$ cat config.mk
export PLATFORM = sky130hd
export DESIGN_NAME = cnt_seq_arbiter
export DESIGN_NICKNAME = d
export VERILOG_FILES = /design/src/rtl/cnt_seq_arbiter.sv
export SDC_FILE = /design/constraint.sdc
export NUM_CORES = 1
export LEC_CHECK = 0
export ABC_AREA = 1
export BUFFER_PORTS_ARGS = -buffer_cell sky130_fd_sc_hd__clkbuf_2
export CORE_AREA = 2 2 57 59
export CTS_BUF_LIST = sky130_fd_sc_hd__clkbuf_8
export DETAILED_ROUTE_END_ITERATION = 10
export DIE_AREA = 0 0 59 61
export HOLD_SLACK_MARGIN = 0.02
export PLACE_DENSITY = 0.8
export SETUP_SLACK_MARGIN = 0.1
export SKIP_CTS_REPAIR_TIMING = 1
export SLEW_MARGIN = 40
export SYNTH_ARGS = -nofsm -noshare
export SYNTH_HDL_FRONTEND = slang
export SYNTH_SLANG_ARGS = --single-unit
$ cat constraint.sdc
create_clock -name clk -period 2.3 [get_ports clk]
set_clock_uncertainty 0.15 [all_clocks]
set_input_delay 0.115 -clock clk [delete_from_list [all_inputs] [get_ports clk]]
set_output_delay 0.115 -clock clk [all_outputs]
set_load 0.02 [all_outputs]
$ cat src/rtl/cnt_seq_arbiter.sv
// Round-robin arbiter that sequences A/B counting jobs on one shared step counter.
// Optional feature: define CNT_SEQ_ABORT_EN to let abort cut a running job short.
module cnt_seq_arbiter #(
    parameter int WIDTH    = 4,
    parameter int TICK_DIV = 1
) (
    input  logic             clk,
    input  logic             rst,
    input  logic             req_a,
    input  logic [WIDTH-1:0] lim_a,
    input  logic             dir_a,
    input  logic             req_b,
    input  logic [WIDTH-1:0] lim_b,
    input  logic             dir_b,
    input  logic             abort,
    output logic             gnt_a,
    output logic             gnt_b,
    output logic             busy,
    output logic             done,
    output logic             done_id,
    output logic [WIDTH-1:0] cnt
);

    typedef enum logic [1:0] {IDLE, LOAD, RUN, DONE} state_t;

    localparam logic [7:0] PMAX = 8'(TICK_DIV - 1);

    state_t           state, state_d;
    logic [WIDTH-1:0] lim_q, lim_d;
    logic [WIDTH-1:0] cnt_d;
    logic [WIDTH-1:0] target;
    logic [7:0]       presc_q, presc_d;
    logic             dir_q, dir_d;
    logic             own_q, own_d;
    logic             last_q, last_d;
    logic             gnt_a_d, gnt_b_d;
    logic             busy_d, done_d, done_id_d;
    logic             pick_b;
    logic             abort_req;

`ifdef CNT_SEQ_ABORT_EN
    assign abort_req = abort;
`else
    // abort is tied off here: every job runs to its target
    assign abort_req = abort & 1'b0;
`endif

    assign target = dir_q ? lim_q : '0;

    // last_q = 1 means B was served last, so A wins a tie
    assign pick_b = req_b & (~req_a | ~last_q);

    always_comb begin
        state_d   = state;
        lim_d     = lim_q;
        dir_d     = dir_q;
        own_d     = own_q;
        last_d    = last_q;
        presc_d   = presc_q;
        cnt_d     = cnt;
        gnt_a_d   = 1'b0;
        gnt_b_d   = 1'b0;
        busy_d    = busy;
        done_d    = 1'b0;
        done_id_d = done_id;

        unique case (state)
            IDLE: begin
                if (req_a | req_b) begin
                    gnt_a_d = ~pick_b;
                    gnt_b_d = pick_b;
                    own_d   = pick_b;
                    lim_d   = pick_b ? lim_b : lim_a;
                    dir_d   = pick_b ? dir_b : dir_a;
                    busy_d  = 1'b1;
                    state_d = LOAD;
                end
            end
            LOAD: begin
                if (abort_req) begin
                    done_d    = 1'b1;
                    done_id_d = own_q;
                    state_d   = DONE;
                end else begin
                    cnt_d   = dir_q ? '0 : lim_q;
                    presc_d = '0;
                    state_d = RUN;
                end
            end
            RUN: begin
                if (abort_req || cnt == target) begin
                    done_d    = 1'b1;
                    done_id_d = own_q;
                    state_d   = DONE;
                end else if (presc_q == PMAX) begin
                    presc_d = '0;
                    cnt_d   = dir_q ? cnt + 1'b1 : cnt - 1'b1;
                end else begin
                    presc_d = presc_q + 8'd1;
                end
            end
            DONE: begin
                busy_d  = 1'b0;
                last_d  = own_q;
                state_d = IDLE;
            end
            default: state_d = IDLE;
        endcase
    end

    always_ff @(posedge clk) begin
        if (rst) begin
            state   <= IDLE;
            lim_q   <= '0;
            dir_q   <= 1'b0;
            own_q   <= 1'b0;
            last_q  <= 1'b1;
            presc_q <= '0;
            cnt     <= '0;
            gnt_a   <= 1'b0;
            gnt_b   <= 1'b0;
            busy    <= 1'b0;
            done    <= 1'b0;
            done_id <= 1'b0;
        end else begin
            state   <= state_d;
            lim_q   <= lim_d;
            dir_q   <= dir_d;
            own_q   <= own_d;
            last_q  <= last_d;
            presc_q <= presc_d;
            cnt     <= cnt_d;
            gnt_a   <= gnt_a_d;
            gnt_b   <= gnt_b_d;
            busy    <= busy_d;
            done    <= done_d;
            done_id <= done_id_d;
        end
    end

endmodule
==> flow_summary_export.csv <==
group,metric,value,unit
run,maxCapViolations,0,
drt,drc,0,
setup_path,critPathKind,"input port to register",
logic_synthesis,muxShareOfSynthArea,0,
placement,dpl.hpwl,2345,um
pwr,power_leakage,0.8483,nW
logic_synthesis,synth_area,1565,um^2
sta,fin_tns_setup,0,ns
clock_network,clk_pin_slew,0.10,ns
die,start_util,0.5301,
logic_synthesis,synth_xor_area_frac,0.005596,
logic_synthesis,synth_cells,220,
logic_synthesis,syn_nets,245,
drt,dr.first_iter.drc_count,78,
logic_synthesis,ys_seq_area_frac,0.3325,
die,die-height,61,um
setup_path,cp.arrival,2.16,ns
drt,wl_per_cell,12.13,um
sta,relSlewSlack,0.6452,
clock_network,cts_tree,"done",
logic_synthesis,synth.distinct_cells,26,
setup_path,rrSetupSlack,0.21,ns
sta,worst_slew_pin_slew,0.5316,ns
drt,wl,3480,um
logic_synthesis,synth_top_family_by_area,"simple AND/OR/NAND/NOR gates",
logic_synthesis,synth_compound_area_frac,0.1359,
layout,area_growth,19.18,%
grt,gr-total-overflow,0,
sta,grt_setup_unrepaired,"no",
logic_synthesis,synth_top_area_cell,"dfxtp_1",
grt,antenna_found_initial,0,
setup_path,crit_fanout,18,
drt,firstDrtPassIters,5,
sta,fin_crit_sh,0.9086,
setup_path,start_kind,"input port",
logic_synthesis,synthAdderAreaFrac,0.08473,
grt,grt_max_degree,19,
clock_network,ctsRootBufferMaster,"clkbuf_8",
die,io_pins,24,
die,fp.dieArea,3599,um^2
logic_synthesis,yosys_register_bits,26,
setup_path,end_kind,"register",
pwr,peakVddDrop,0.0007949,V
layout,diodes,0,
grt,first_global_vias,1184,
placement,io_buffer_count,22,
die,die_x,59,um
drt,ant_nets,0,
layout,finish.net_count,280,
die,core,2953,um^2
logic_synthesis,synth_area_leaders,"dfxtp_1 33%, nand2_1 13%, ha_1 7.2%, nand3_1 7.0%, inv_1 5.0%",
pwr,p_per_area,1172,nW/um^2
sta,slew_viol_final,0,
setup_path,worstPathRequired,2.37,ns
sta,setup_viol,0,
layout,drive_gt1_frac,0.1732,
pwr,total_power,0.002187,W
clock_network,cts.htree.levels,1,
logic_synthesis,yosysTopAreaCellShare,0.3325,
placement,place.gp.congestion,0.8207,
logic_synthesis,yosys_warnings,0,
clock_network,cts_buffers,3,
sta,finalCriticalPeriod,2.090,ns
clock_network,clk_latency,0.27,ns
grt,grt_pass1_wl,5278,um
run_status,outcome,"finished, final reports clean",
drt,vias,1567,
grt,grt_usage,0.1898,
layout,layout_commonest_cell,"nand2_1",
sta,hold_viol,0,
clock_network,clk_path_buf_depth,2,
die,rows,20,
sta,fmax,478.5,MHz
clock_network,clkSinkCount,26,
min_path,hold_path_class,"input port to register",
logic_synthesis,synth_simple_gate_area_frac,0.3685,
logic_synthesis,avgSynthCellArea,7.115,um^2
layout,mostFrequentLayoutCells,"54 x nand2_1, 26 x dfxtp_1, 22 x nand3_1, 22 x clkbuf_2",
drt,viasPerCell,5.460,
==> area by class of cell <==
type / count / area (um^2)
multi-input cells: 167 / 930.9
flip-flops and latches: 26 / 520.5
inverters: 22 / 82.58
fillers: 262 / 1087
well taps: 33 / 41.29
clock buffers: 4 / 55.05
repair buffers: 35 / 235.2
==> worst max-delay path: stages <==
cell           delay, ns
dlygate4sd3_1       0.53
clkbuf_2            0.19
inv_1               0.43
o21ai_0             0.19
a31oi_1             0.16
dlygate4sd3_1       0.55
==> Yosys cell counts <==
cell      number
nand3b_1       2
nand3_2        2
inv_1         21
nor2_1        21
nand2_1       54
xnor2_1        1
buf_4          1
buf_2          1
fa_1           1
a31oi_1        6
nand4_1        6
nand3_1       22
a31o_2         1
nand4_4        1
nand2_4        2
nand2_8        1
a21oi_1       15
o21ai_4        1
clkbuf_1       2
inv_2          1
nor2_4         1
o21ai_0       15
buf_6          1
ha_1           9
nand2_2        6
dfxtp_1       26
==> where the power goes <==
part           total, W  switching, W  leakage [nW]  internal, W
clock network  0.000308      0.000155        0.0288     0.000153
registers      0.000676      0.000114         0.213     0.000561
logic           0.00120      0.000777         0.607     0.000427
total           0.00219       0.00105         0.848      0.00114
==> metal layers <==
layer / vias up / share of wire / global-route usage / wire length (um)
met5: - / 0 / 0 / 0
li1: 797 / - / - / -
met1: 725 / 0.46 / 0.2625 / 1596
met3: 4 / 0.036 / 0.01919 / 124
met4: 0 / 0.0089 / 0.05844 / 31
met2: 41 / 0.50 / 0.3143 / 1728
==> cells by family (layout without fill, tap and decap cells) <==
logic type,Yosys count,after routing
AOI/OAI and AO/OA,38,38
xor gates and xnor gates,1,1
adders and majority gates,10,10
buffers and inverters,27,61
DFF,26,26
and+or+nand+nor,118,118
==> path summary, 6_finish.rpt <==
kind / from / to / cells past startpoint
setup reg to reg: state[0] / dir_q / 7
hold reg to reg: last_q / last_q / 2
hold / removal: req_b / busy / 4
setup / recovery: rst / dir_q / 6
==> through the flow <==
stage | std cells | worst slack, ns | cell area (um^2) | util | hold WS [ns]
6_report | 287 | 0.2102 | 1866 | 0.6318 | 0.08708
5_1_grt | 287 | 0.08201 | 1866 | 0.6318 | 0.1235
4_1_cts | 276 | 0.6068 | 1755 | 0.5945 | -0.07379
3_5_place_dp | 272 | 0.6275 | 1700 | 0.5758 | 0.2209
3_3_place_gp | 272 | 0.6362 | 1700 | 0.5758 | 0.2228
2_1_floorplan | 220 | 0.6603 | 1565 | - | 0.1170
==> registers in the layout, indices dropped and copies added (netlist names) <==
register / cells
state: 2
busy: 1
gnt_b: 1
done: 1
own_q: 1
dir_q: 1
lim_q: 4
done_id: 1
gnt_a: 1
presc_q: 8
last_q: 1
cnt: 4
No activity file was read; power rests on OpenSTA's default activity.
